## config.mk

```make
export PLATFORM = sky130hd
export DESIGN_NAME = keypad_scanner
export DESIGN_NICKNAME = d
export VERILOG_FILES = /design/src/rtl/keypad_pkg.sv /design/src/rtl/keypad_matrix_scan.sv /design/src/rtl/keypad_scanner.sv
export SDC_FILE = /design/constraint.sdc
export NUM_CORES = 1
export LEC_CHECK = 0
export ABC_AREA = 1
export BUFFER_PORTS_ARGS = -buffer_cell sky130_fd_sc_hd__buf_2
export CORE_UTILIZATION = 30
export DETAILED_ROUTE_END_ITERATION = 10
export GPL_TIMING_DRIVEN = 0
export PLACE_DENSITY = 0.54
export SETUP_SLACK_MARGIN = 0.5
export SYNTH_ARGS = -nofsm -noshare
export SYNTH_HDL_FRONTEND = slang
export SYNTH_SLANG_ARGS = --single-unit
```

## constraint.sdc

```tcl
create_clock -name clk -period 4.41 [get_ports clk]
set_input_delay 0.882 -clock clk [delete_from_list [all_inputs] [get_ports clk]]
set_output_delay 0.882 -clock clk [all_outputs]
set_load 0.01 [all_outputs]
```

## src/rtl/keypad_pkg.sv

```systemverilog
// -----------------------------------------------------------------------------
// keypad_pkg
// Shared constants, state encoding and a small helper for the 4x4 keypad
// scanner. Imported by keypad_matrix_scan and keypad_scanner.
// No ports (package).
// -----------------------------------------------------------------------------
package keypad_pkg;

   localparam int NUM_ROWS = 4;
   localparam int NUM_COLS = 4;
   localparam int KEY_W    = 4;

   // Key count per scan ranges 0..16, so it needs five bits.
   localparam int KEYCNT_W = $clog2(NUM_ROWS * NUM_COLS + 1);

   // Column 0 is the first column driven after reset.
   localparam logic [NUM_COLS-1:0] COL_RESET = 4'b0001;

   // Debounce FSM states.
   typedef enum logic [1:0] {
      IDLE   = 2'd0,
      DEB    = 2'd1,
      REPORT = 2'd2,
      HELD   = 2'd3
   } keyState_t;

   // Converts the one-hot column drive into a column index.
   function automatic logic [1:0] colIndex(input logic [NUM_COLS-1:0] col);
      colIndex = '0;
      for (int c = 0; c < NUM_COLS; c++) begin
         if (col[c]) begin
            colIndex = 2'(c);
         end
      end
   endfunction

endpackage

```

## src/rtl/keypad_matrix_scan.sv

```systemverilog
// -----------------------------------------------------------------------------
// keypad_matrix_scan
// Drives the keypad columns one at a time, synchronises the row lines and
// accumulates the hits of one full four-column scan into a summary.
// Ports:
//   clk        in   system clock
//   reset_p    in   synchronous active-high reset
//   row_in     in   [3:0] raw row lines (asynchronous)
//   col_out    out  [3:0] one-hot column drive
//   scan_done  out  1-cycle pulse when a full scan summary is ready
//   key_cnt    out  [4:0] number of pressed intersections in the last scan
//   key_code   out  [3:0] row*4+col of the hit (meaningful when key_cnt==1)
// -----------------------------------------------------------------------------
module keypad_matrix_scan
   import keypad_pkg::*;
#(
   parameter int SCAN_DIV = 125000
) (
   input  logic                clk,
   input  logic                reset_p,
   input  logic [NUM_ROWS-1:0] row_in,
   output logic [NUM_COLS-1:0] col_out,
   output logic                scan_done,
   output logic [KEYCNT_W-1:0] key_cnt,
   output logic [KEY_W-1:0]    key_code
);

   localparam int DIV_W = (SCAN_DIV > 1) ? $clog2(SCAN_DIV) : 1;
   localparam logic [DIV_W-1:0] DIV_LAST = DIV_W'(SCAN_DIV - 1);

   logic [NUM_ROWS-1:0] r_rowMeta;
   logic [NUM_ROWS-1:0] r_rowSync;
   logic [DIV_W-1:0]    r_divCnt;
   logic [NUM_COLS-1:0] r_col;
   logic [KEYCNT_W-1:0] r_accCnt;
   logic [KEY_W-1:0]    r_accCode;
   logic                r_scanDone;
   logic [KEYCNT_W-1:0] r_keyCnt;
   logic [KEY_W-1:0]    r_keyCode;

   logic                w_divTerm;
   logic [2:0]          w_colHitCnt;
   logic [1:0]          w_hitRow;
   logic [KEYCNT_W-1:0] w_sumCnt;
   logic [KEY_W-1:0]    w_sumCode;

   // Two-flop synchroniser for the asynchronous row lines. Because SCAN_DIV
   // is at least 4, the synchronised rows have settled for the current column
   // by the time the divider reaches its terminal count.
   always_ff @(posedge clk) begin
      if (reset_p) begin
         r_rowMeta <= '0;
         r_rowSync <= '0;
      end else begin
         r_rowMeta <= row_in;
         r_rowSync <= r_rowMeta;
      end
   end

   assign w_divTerm = (r_divCnt == DIV_LAST);

   // Counts the rows asserted for the current column and remembers which row
   // was hit; the remembered code only matters when exactly one key is down.
   always_comb begin
      w_colHitCnt = '0;
      w_hitRow    = '0;
      for (int r = 0; r < NUM_ROWS; r++) begin
         if (r_rowSync[r]) begin
            w_colHitCnt = w_colHitCnt + 3'd1;
            w_hitRow    = 2'(r);
         end
      end
   end

   // Running totals including the column being sampled right now.
   assign w_sumCnt  = r_accCnt + KEYCNT_W'(w_colHitCnt);
   assign w_sumCode = (w_colHitCnt != 3'd0) ? {w_hitRow, colIndex(r_col)} : r_accCode;

   // Divider, column rotation and per-scan accumulation. At terminal count
   // the current column is folded into the totals and the drive moves on;
   // the last column closes the scan and publishes the summary for one cycle.
   always_ff @(posedge clk) begin
      if (reset_p) begin
         r_divCnt   <= '0;
         r_col      <= COL_RESET;
         r_accCnt   <= '0;
         r_accCode  <= '0;
         r_scanDone <= 1'b0;
         r_keyCnt   <= '0;
         r_keyCode  <= '0;
      end else begin
         r_scanDone <= 1'b0;
         if (w_divTerm) begin
            r_divCnt <= '0;
            r_col    <= {r_col[NUM_COLS-2:0], r_col[NUM_COLS-1]};
            if (r_col[NUM_COLS-1]) begin
               r_scanDone <= 1'b1;
               r_keyCnt   <= w_sumCnt;
               r_keyCode  <= w_sumCode;
               r_accCnt   <= '0;
               r_accCode  <= '0;
            end else begin
               r_accCnt  <= w_sumCnt;
               r_accCode <= w_sumCode;
            end
         end else begin
            r_divCnt <= r_divCnt + DIV_W'(1);
         end
      end
   end

   assign col_out   = r_col;
   assign scan_done = r_scanDone;
   assign key_cnt   = r_keyCnt;
   assign key_code  = r_keyCode;

endmodule

```

## src/rtl/keypad_scanner.sv

```systemverilog
// -----------------------------------------------------------------------------
// keypad_scanner
// 4x4 matrix keypad scanner with press and release debounce. Reports each
// qualified single-key press once, as a key code with a 1-cycle valid pulse.
// Ports:
//   clk           in   system clock
//   reset_p       in   synchronous active-high reset
//   row_in        in   [3:0] keypad rows, active-high, asynchronous
//   col_out       out  [3:0] one-hot column drive
//   data_Keypad   out  [3:0] last reported key code, held until next report
//   valid_Keypad  out  1-cycle pulse, data_Keypad valid in the same cycle
//   key_held      out  high while a reported key is not yet released
// -----------------------------------------------------------------------------
module keypad_scanner
   import keypad_pkg::*;
#(
   parameter int SCAN_DIV       = 125000,
   parameter int DEBOUNCE_SCANS = 8
) (
   input  logic                clk,
   input  logic                reset_p,
   input  logic [NUM_ROWS-1:0] row_in,
   output logic [NUM_COLS-1:0] col_out,
   output logic [KEY_W-1:0]    data_Keypad,
   output logic                valid_Keypad,
   output logic                key_held
);

   localparam int DEB_W = $clog2(DEBOUNCE_SCANS + 1);
   localparam logic [DEB_W-1:0] DEB_LAST = DEB_W'(DEBOUNCE_SCANS - 1);

   keyState_t           r_state;
   keyState_t           w_nextState;
   logic [KEY_W-1:0]    r_cand;
   logic [KEY_W-1:0]    w_nextCand;
   logic [DEB_W-1:0]    r_stableCnt;
   logic [DEB_W-1:0]    w_nextStable;
   logic [DEB_W-1:0]    r_relCnt;
   logic [DEB_W-1:0]    w_nextRel;
   logic [KEY_W-1:0]    r_data;
   logic                r_valid;

   logic                w_scanDone;
   logic [KEYCNT_W-1:0] w_keyCnt;
   logic [KEY_W-1:0]    w_keyCode;
   logic                w_single;

   keypad_matrix_scan #(
      .SCAN_DIV (SCAN_DIV)
   ) u_matrixScan (
      .clk       (clk),
      .reset_p   (reset_p),
      .row_in    (row_in),
      .col_out   (col_out),
      .scan_done (w_scanDone),
      .key_cnt   (w_keyCnt),
      .key_code  (w_keyCode)
   );

   assign w_single = (w_keyCnt == KEYCNT_W'(1));

   // Debounce state and counters. Counters are compared against the last
   // value before incrementing, so they never need to hold more than
   // DEBOUNCE_SCANS and cannot wrap.
   always_ff @(posedge clk) begin
      if (reset_p) begin
         r_state     <= IDLE;
         r_cand      <= '0;
         r_stableCnt <= '0;
         r_relCnt    <= '0;
      end else begin
         r_state     <= w_nextState;
         r_cand      <= w_nextCand;
         r_stableCnt <= w_nextStable;
         r_relCnt    <= w_nextRel;
      end
   end

   // Next-state logic. Everything except REPORT waits for a completed scan;
   // REPORT lasts one cycle so the valid pulse is exactly one cycle wide.
   always_comb begin
      w_nextState  = r_state;
      w_nextCand   = r_cand;
      w_nextStable = r_stableCnt;
      w_nextRel    = r_relCnt;
      case (r_state)
         IDLE: begin
            if (w_scanDone && w_single) begin
               w_nextCand   = w_keyCode;
               w_nextStable = DEB_W'(1);
               w_nextState  = (DEBOUNCE_SCANS == 1) ? REPORT : DEB;
            end
         end
         DEB: begin
            if (w_scanDone) begin
               if (w_single && (w_keyCode == r_cand)) begin
                  if (r_stableCnt == DEB_LAST) begin
                     w_nextState = REPORT;
                  end
                  w_nextStable = r_stableCnt + DEB_W'(1);
               end else begin
                  w_nextState  = IDLE;
                  w_nextStable = '0;
               end
            end
         end
         REPORT: begin
            w_nextState  = HELD;
            w_nextStable = '0;
            w_nextRel    = '0;
         end
         HELD: begin
            if (w_scanDone) begin
               if (w_keyCnt == '0) begin
                  if (r_relCnt == DEB_LAST) begin
                     w_nextState = IDLE;
                     w_nextRel   = '0;
                  end else begin
                     w_nextRel = r_relCnt + DEB_W'(1);
                  end
               end else begin
                  w_nextRel = '0;
               end
            end
         end
         default: begin
            w_nextState = IDLE;
         end
      endcase
   end

   // Output registers. Data and valid are loaded on the edge that enters
   // REPORT, so the pulse lines up with the REPORT cycle and the data stays
   // put until the next report.
   always_ff @(posedge clk) begin
      if (reset_p) begin
         r_data  <= '0;
         r_valid <= 1'b0;
      end else begin
         r_valid <= 1'b0;
         if ((w_nextState == REPORT) && (r_state != REPORT)) begin
            r_data  <= w_nextCand;
            r_valid <= 1'b1;
         end
      end
   end

   assign data_Keypad  = r_data;
   assign valid_Keypad = r_valid;
   assign key_held     = (r_state == HELD);

endmodule

```

### After elaboration in Yosys (flattened, before gate mapping)

Cells that the tools add are included.

* add/subtract/negate cells: 7
* eq/ne operators: 13
* multiplexer cells: 33
* bitwise logic cells: 1
* reductions and logical operators: 13

Operators by type and width (number)
* 4-bit two-way mux: 10
* 2-bit two-way mux: 11
* 17-bit by 1-bit adder with 17-bit output, second input constant: 1
* 17-bit equality test, second input constant: 1
* 4-bit case mux with 3 select lines: 1
* 3-bit two-way mux: 3
* 4-bit by 1-bit adder with 4-bit output, second input constant: 2
* 4-bit by 3-bit equality test with 1-bit output, second input constant: 2
* 2-bit case mux with 4 select lines: 1
* 4-bit case mux with 2 select lines: 1
* 3-bit by 1-bit adder with 3-bit output, second input constant: 2
* 2-bit equality test, second input constant: 3
* 3-bit nonzero test: 2
* 5-bit by 3-bit adder with 5-bit output: 1
* 5-bit by 1-bit equality test with 1-bit output, second input constant: 1
* 5-bit zero test: 1
* 1-bit two-way mux: 5
* 5-bit two-way mux: 1
* 4-bit equality test: 1
* 2-bit by 1-bit inequality test with 1-bit output, second input constant: 2
* 2-bit inequality test, second input constant: 2
* 2-bit AND reduction: 2
* 2-bit OR reduction: 2
* 1-bit logical AND: 3
* other kinds (6): 6

* register bits after elaboration: 67
* input port bits: 6

### Depth between registers and ports, before layout

* depth after elaboration: 10
* gate-level depth with buffers: 16
* mapped depth without buffers: 16

### By module

Synthesis repeated with hierarchy kept, for this count alone.

* cell total of the unflattened synthesis: 498
* area total of the unflattened synthesis: 3532.1 µm²

Modules (own cells, without submodules)
* keypad_matrix_scan: instances 1, cells each 324, area an instance 2331.0 µm², sequential area each 960.9 µm²
* keypad_scanner: instances 1, cells each 174, area an instance 1201.2 µm², sequential area each 380.4 µm²

### Worst setup path after synthesis

No wires, ideal clock.

* path type: reg2reg
* from: reg u_matrixScan.r_rowSync[1]
* to: reg u_matrixScan.r_accCnt[4]
* arrival time: 2263 ps
* path slack: 2021 ps
* stages on the path, launching flop included: 15
* period minus slack after synthesis: 2389 ps
* cells stage by stage: dfxtp_1 > inv_1 > ha_1 > inv_1 > nand2_1 > and2_1 > inv_1 > ha_1 > inv_1 > o21ai_1 > inv_1 > fa_1 > o22ai_1 > xor2_1 > o22ai_1

* longest elaborated chain between the ends: 7

RTL lines
* from (decl): RTL line keypad_matrix_scan.sv:32 `logic [NUM_ROWS-1:0] r_rowSync;`
* from (signal assigned): RTL line keypad_matrix_scan.sv:56 `r_rowSync <= r_rowMeta;`
* 3-bit two-way mux (*): RTL line keypad_matrix_scan.sv:68 `if (r_rowSync[r]) begin`
* 3-bit by 1-bit adder with 3-bit output: RTL line keypad_matrix_scan.sv:69 `w_colHitCnt = w_colHitCnt + 3'd1;`
* 3-bit two-way mux (*): RTL line keypad_matrix_scan.sv:68
* 3-bit by 1-bit adder with 3-bit output: RTL line keypad_matrix_scan.sv:69
* 3-bit two-way mux (*): RTL line keypad_matrix_scan.sv:68
* 5-bit by 3-bit adder with 5-bit output (*): RTL line keypad_matrix_scan.sv:76 `assign w_sumCnt = r_accCnt + KEYCNT_W'(w_colHitCnt);`
* 5-bit two-way mux (*): RTL line keypad_matrix_scan.sv:96 `if (r_col[NUM_COLS-1]) begin`
* to (signal assigned): RTL line keypad_matrix_scan.sv:103 `r_accCnt <= w_sumCnt;`
* to (decl): RTL line keypad_matrix_scan.sv:35 `logic [KEYCNT_W-1:0] r_accCnt;`

Every way passes the cells marked *; elsewhere a longest branch is shown, timed or not.
A chain may end at the register's enable or synchronous reset.

### Worst setup path in the final report

Ends and elaborated chain as after synthesis.

==> run_results.csv <==
group,metric,value,unit
floorplanning,placementRows,37,
yosys,synth.top_cell.area_share,41.47,%
setup_path,reg2reg_depth,14,
clock_network,numClockSinks,67,
setup_path,reg2reg_from,"u_matrixScan.r_rowSync[1]",
yosys,syn_area_per_cell,7.401,um2
clock_network,hold_buffers,0,
pwr,p_int,0.0009230,W
sta,max-slew-margin-rel,63.35,%
yosys,ys_seq_area_share,41.47,%
pwr,switching_power,0.0003128,W
setup_path,worstReg2RegEnd,"u_matrixScan.r_accCnt[4]",
setup_path,cp_data_required_time,4640,ps
global_route,grtUsageTotal,12.12,%
floorplanning,die-area,11200,um2
detailed_routing,routed_wl,6165,um
worst_hold_path,hp-class,"reg2reg",
detailed_routing,drtIter0Drc,123,
yosys,netlist_area,3234,um2
sta,hold_viol,0,
floorplanning,ios,16,
global_route,grt_pass1_wl,10850,um
floorplanning,die_y,105.8,um
setup_path,path_max_fanout,3,
detailed_routing,antenna_left,0,
clock_network,cts_root_buffer,"clkbuf_8",
pwr,max-vdd-ir-drop,0.1722,mV
place,gp_congestion,0.8628,
floorplanning,core_area,10370,um2
yosys,synth_area_leader_cell,"dfxtp_1",
floorplanning,dieWidth,105.8,um
clock_network,clk_latency,340,ps
yosys,syn_inst,437,
global_route,gr-total-overflow,0,
place,post-dp-hpwl,4569,um
yosys,yosys-top-cells-count,"nand2_1, dfxtp_1, inv_1",
yosys,synth-edff-count,0,
pwr,p_leak,1.512,nW
clock_network,cts_inserted_buffers,9,
final_layout,drive_gt1_share,15.17,%
pwr,comb_power_share,7.5,%
detailed_routing,wl_per_cell,10.21,um
sta,skew,10.56,ps
place,port_buffers,15,
setup_path,endpoint,"u_matrixScan.r_accCnt[4]",
setup_path,r2r_setup_slack,1770,ps
detailed_routing,firstDrtPassIters,4,
pwr,sequentialPowerShare,50.3,%
sta,final.setup.tns,0,ps
final_layout,antenna_cells,0,
setup_path,startpoint_type,"flop",
status,status,"finished, final reports clean",
detailed_routing,drcViolationCount,0,
yosys,synthTopCellsByArea,"dfxtp_1, nand2_1, inv_1, ha_1, nor2_1",
sta,period_share,59.97,%
global_route,antenna_found_initial,0,
clock_network,cts_resized,0,
sta,max_freq,378.1,MHz
pwr,power,0.001236,W
yosys,async_flop_share,0,%
setup_path,critPathKind,"reg2reg",
setup_path,worstPathArrival,2870,ps
yosys,ys.flop_type,"dfxtp_1",
sta,worst_pin_slew,547.4,ps
pwr,power_density,335.6,nW/um2
sta,setup-violations-final,0,
sta,final_max_slew_viol_count,0,
place,placed_area,3480,um2
flow_run,drv_cap,0,
detailed_routing,vias,2664,
setup_path,crit_start,"u_matrixScan.r_rowSync[1]",
yosys,synth_cell_types,38,
floorplanning,initial_utilization,31.19,%
clock_network,cts_tree,"yes",
final_layout,syn2layout_area_growth,13.85,%
global_route,grt_pass1_vias,2528,
pwr,sw_frac_of_total,25.31,%
sta,period_needed,2645,ps
sta,rsz0062_at_grt,"no",
final_layout,postLayoutCellArea,3682,um2
detailed_routing,viasPerCell,4.411,
clock_network,post-cts-setup-buffers,0,
yosys,synth.most_common_cell,"nand2_1",
global_route,grt_max_degree,13,
clock_network,h-tree-depth,3,
final_layout,nets,484,
clock_network,clk_pin_slew,80,ps
setup_path,cp-end-kind,"flop",
pwr,clockPowerShare,42.2,%
yosys,synth_warnings,0,
yosys,ys_seq_elements,67,
yosys,synthesis.nets,458,
clock_network,cts_max_path_buffers,2,
## through the flow
stage | hold slack (ps) | util (%) | instances | worst slack (ps)
floorplan | 388.3 | - | 437 | 2021
global placement | 391.7 | 33.55 | 588 | 1823
detailed placement | 394.8 | 33.55 | 588 | 1756
CTS | 410.2 | 35.51 | 604 | 1738
global route | 432.4 | 35.51 | 604 | 1518
finish | 406.9 | 35.51 | 604 | 1765
## worst max-delay path, stage by stage (launching register included)
cell and delay, ps:
dfxtp_1 360, inv_1 50, ha_1 300, inv_1 40, nand2_1 40, and2_1 150, inv_1 60, ha_1 270
inv_1 40, o21ai_1 240, inv_1 90, fa_1 410, o22ai_1 170, xor2_1 210, o22ai_1 100
## how the worst min path moves through the flow
stage,start,end,slack [ps],cells after the start
global placement,u_matrixScan.r_rowMeta[2],u_matrixScan.r_rowSync[2],390,2
floorplan,u_matrixScan.r_rowMeta[0],u_matrixScan.r_rowSync[0],390,2
detailed placement,u_matrixScan.r_rowMeta[2],u_matrixScan.r_rowSync[2],390,2
CTS,u_matrixScan.r_rowMeta[0],u_matrixScan.r_rowSync[0],410,2
global route,u_matrixScan.r_rowMeta[2],u_matrixScan.r_rowSync[2],430,2
finish,u_matrixScan.r_rowMeta[0],u_matrixScan.r_rowSync[0],410,2
## flip-flops by register name (all words and copies together), names as in the netlist
register                cells
data_Keypad                 4
r_cand                      4
r_relCnt                    4
r_stableCnt                 4
r_state                     2
u_matrixScan.col_out        4
u_matrixScan.key_cnt        5
u_matrixScan.key_code       4
u_matrixScan.r_accCnt       5
u_matrixScan.r_accCode      4
u_matrixScan.r_divCnt      17
u_matrixScan.r_rowMeta      4
u_matrixScan.r_rowSync      4
u_matrixScan.scan_done      1
valid_Keypad                1
## area by class of cell
cell class,instances,area [um2]
Fill cell,1138,6688
Multi-Input combinational cell,286,1567
Buffer,7,37.54
Timing Repair Buffer,15,75.07
Sequential cell,67,1341
Clock buffer,10,137.6
Inverter,77,289.0
Tap cell,136,170.2
Clock inverter,6,65.06
## layer usage
metal / GRT usage [%] / up-vias / part of all wire (%)
li1: - / 1442 / -
met1: 13.83 / 1194 / 48
met2: 21.29 / 21 / 48
met3: 4.453 / 7 / 3.2
met4: 2.976 / 0 / 0.97
met5: 0 / - / 0
## placed cells by master, fill, tap and decap left out, types with 2 or more instances in the layout
master and count:
a211oi_1 2, a21oi_1 29, buf_2 18, clkbuf_1 3, clkbuf_8 10, clkinv_2 2, clkinv_4 2, dfxtp_1 67
ha_1 14, inv_1 59, inv_2 17, nand2_1 84, nand2_2 4, nand3_1 22, nand3_2 2, nand3b_1 2
nand4_1 6, nor2_1 45, nor2_2 3, nor2_4 4, nor3_1 2, nor3b_1 3, nor4_2 2, o211ai_1 5
o21ai_0 14, o21ai_1 18, o22ai_1 4, o31ai_1 2, xor2_1 9
## power by group through the flow
stage               sequential (W)  combinational [W]  clock (W)
global route              0.000623           0.000109   0.000569
CTS                       0.000622          0.0000947   0.000542
floorplan                 0.000634          0.0000731          0
global placement          0.000636          0.0000928          0
finish                    0.000622          0.0000929   0.000521
detailed placement        0.000636          0.0000943          0
## cells by family (layout without fill, tap and decap cells)
family	count (synthesis)	in the layout	share of synthesized area, %
XOR/XNOR	9	9	2.437
flip-flops	67	67	41.47
adder cells (fa/ha/maj)	15	15	6.035
buffers and inverters	84	115	10.10
AO/OA/AOI/OAI	78	78	13.58
AND/OR/NAND/NOR	184	184	26.38
No activity file was read; power rests on OpenSTA's default activity.
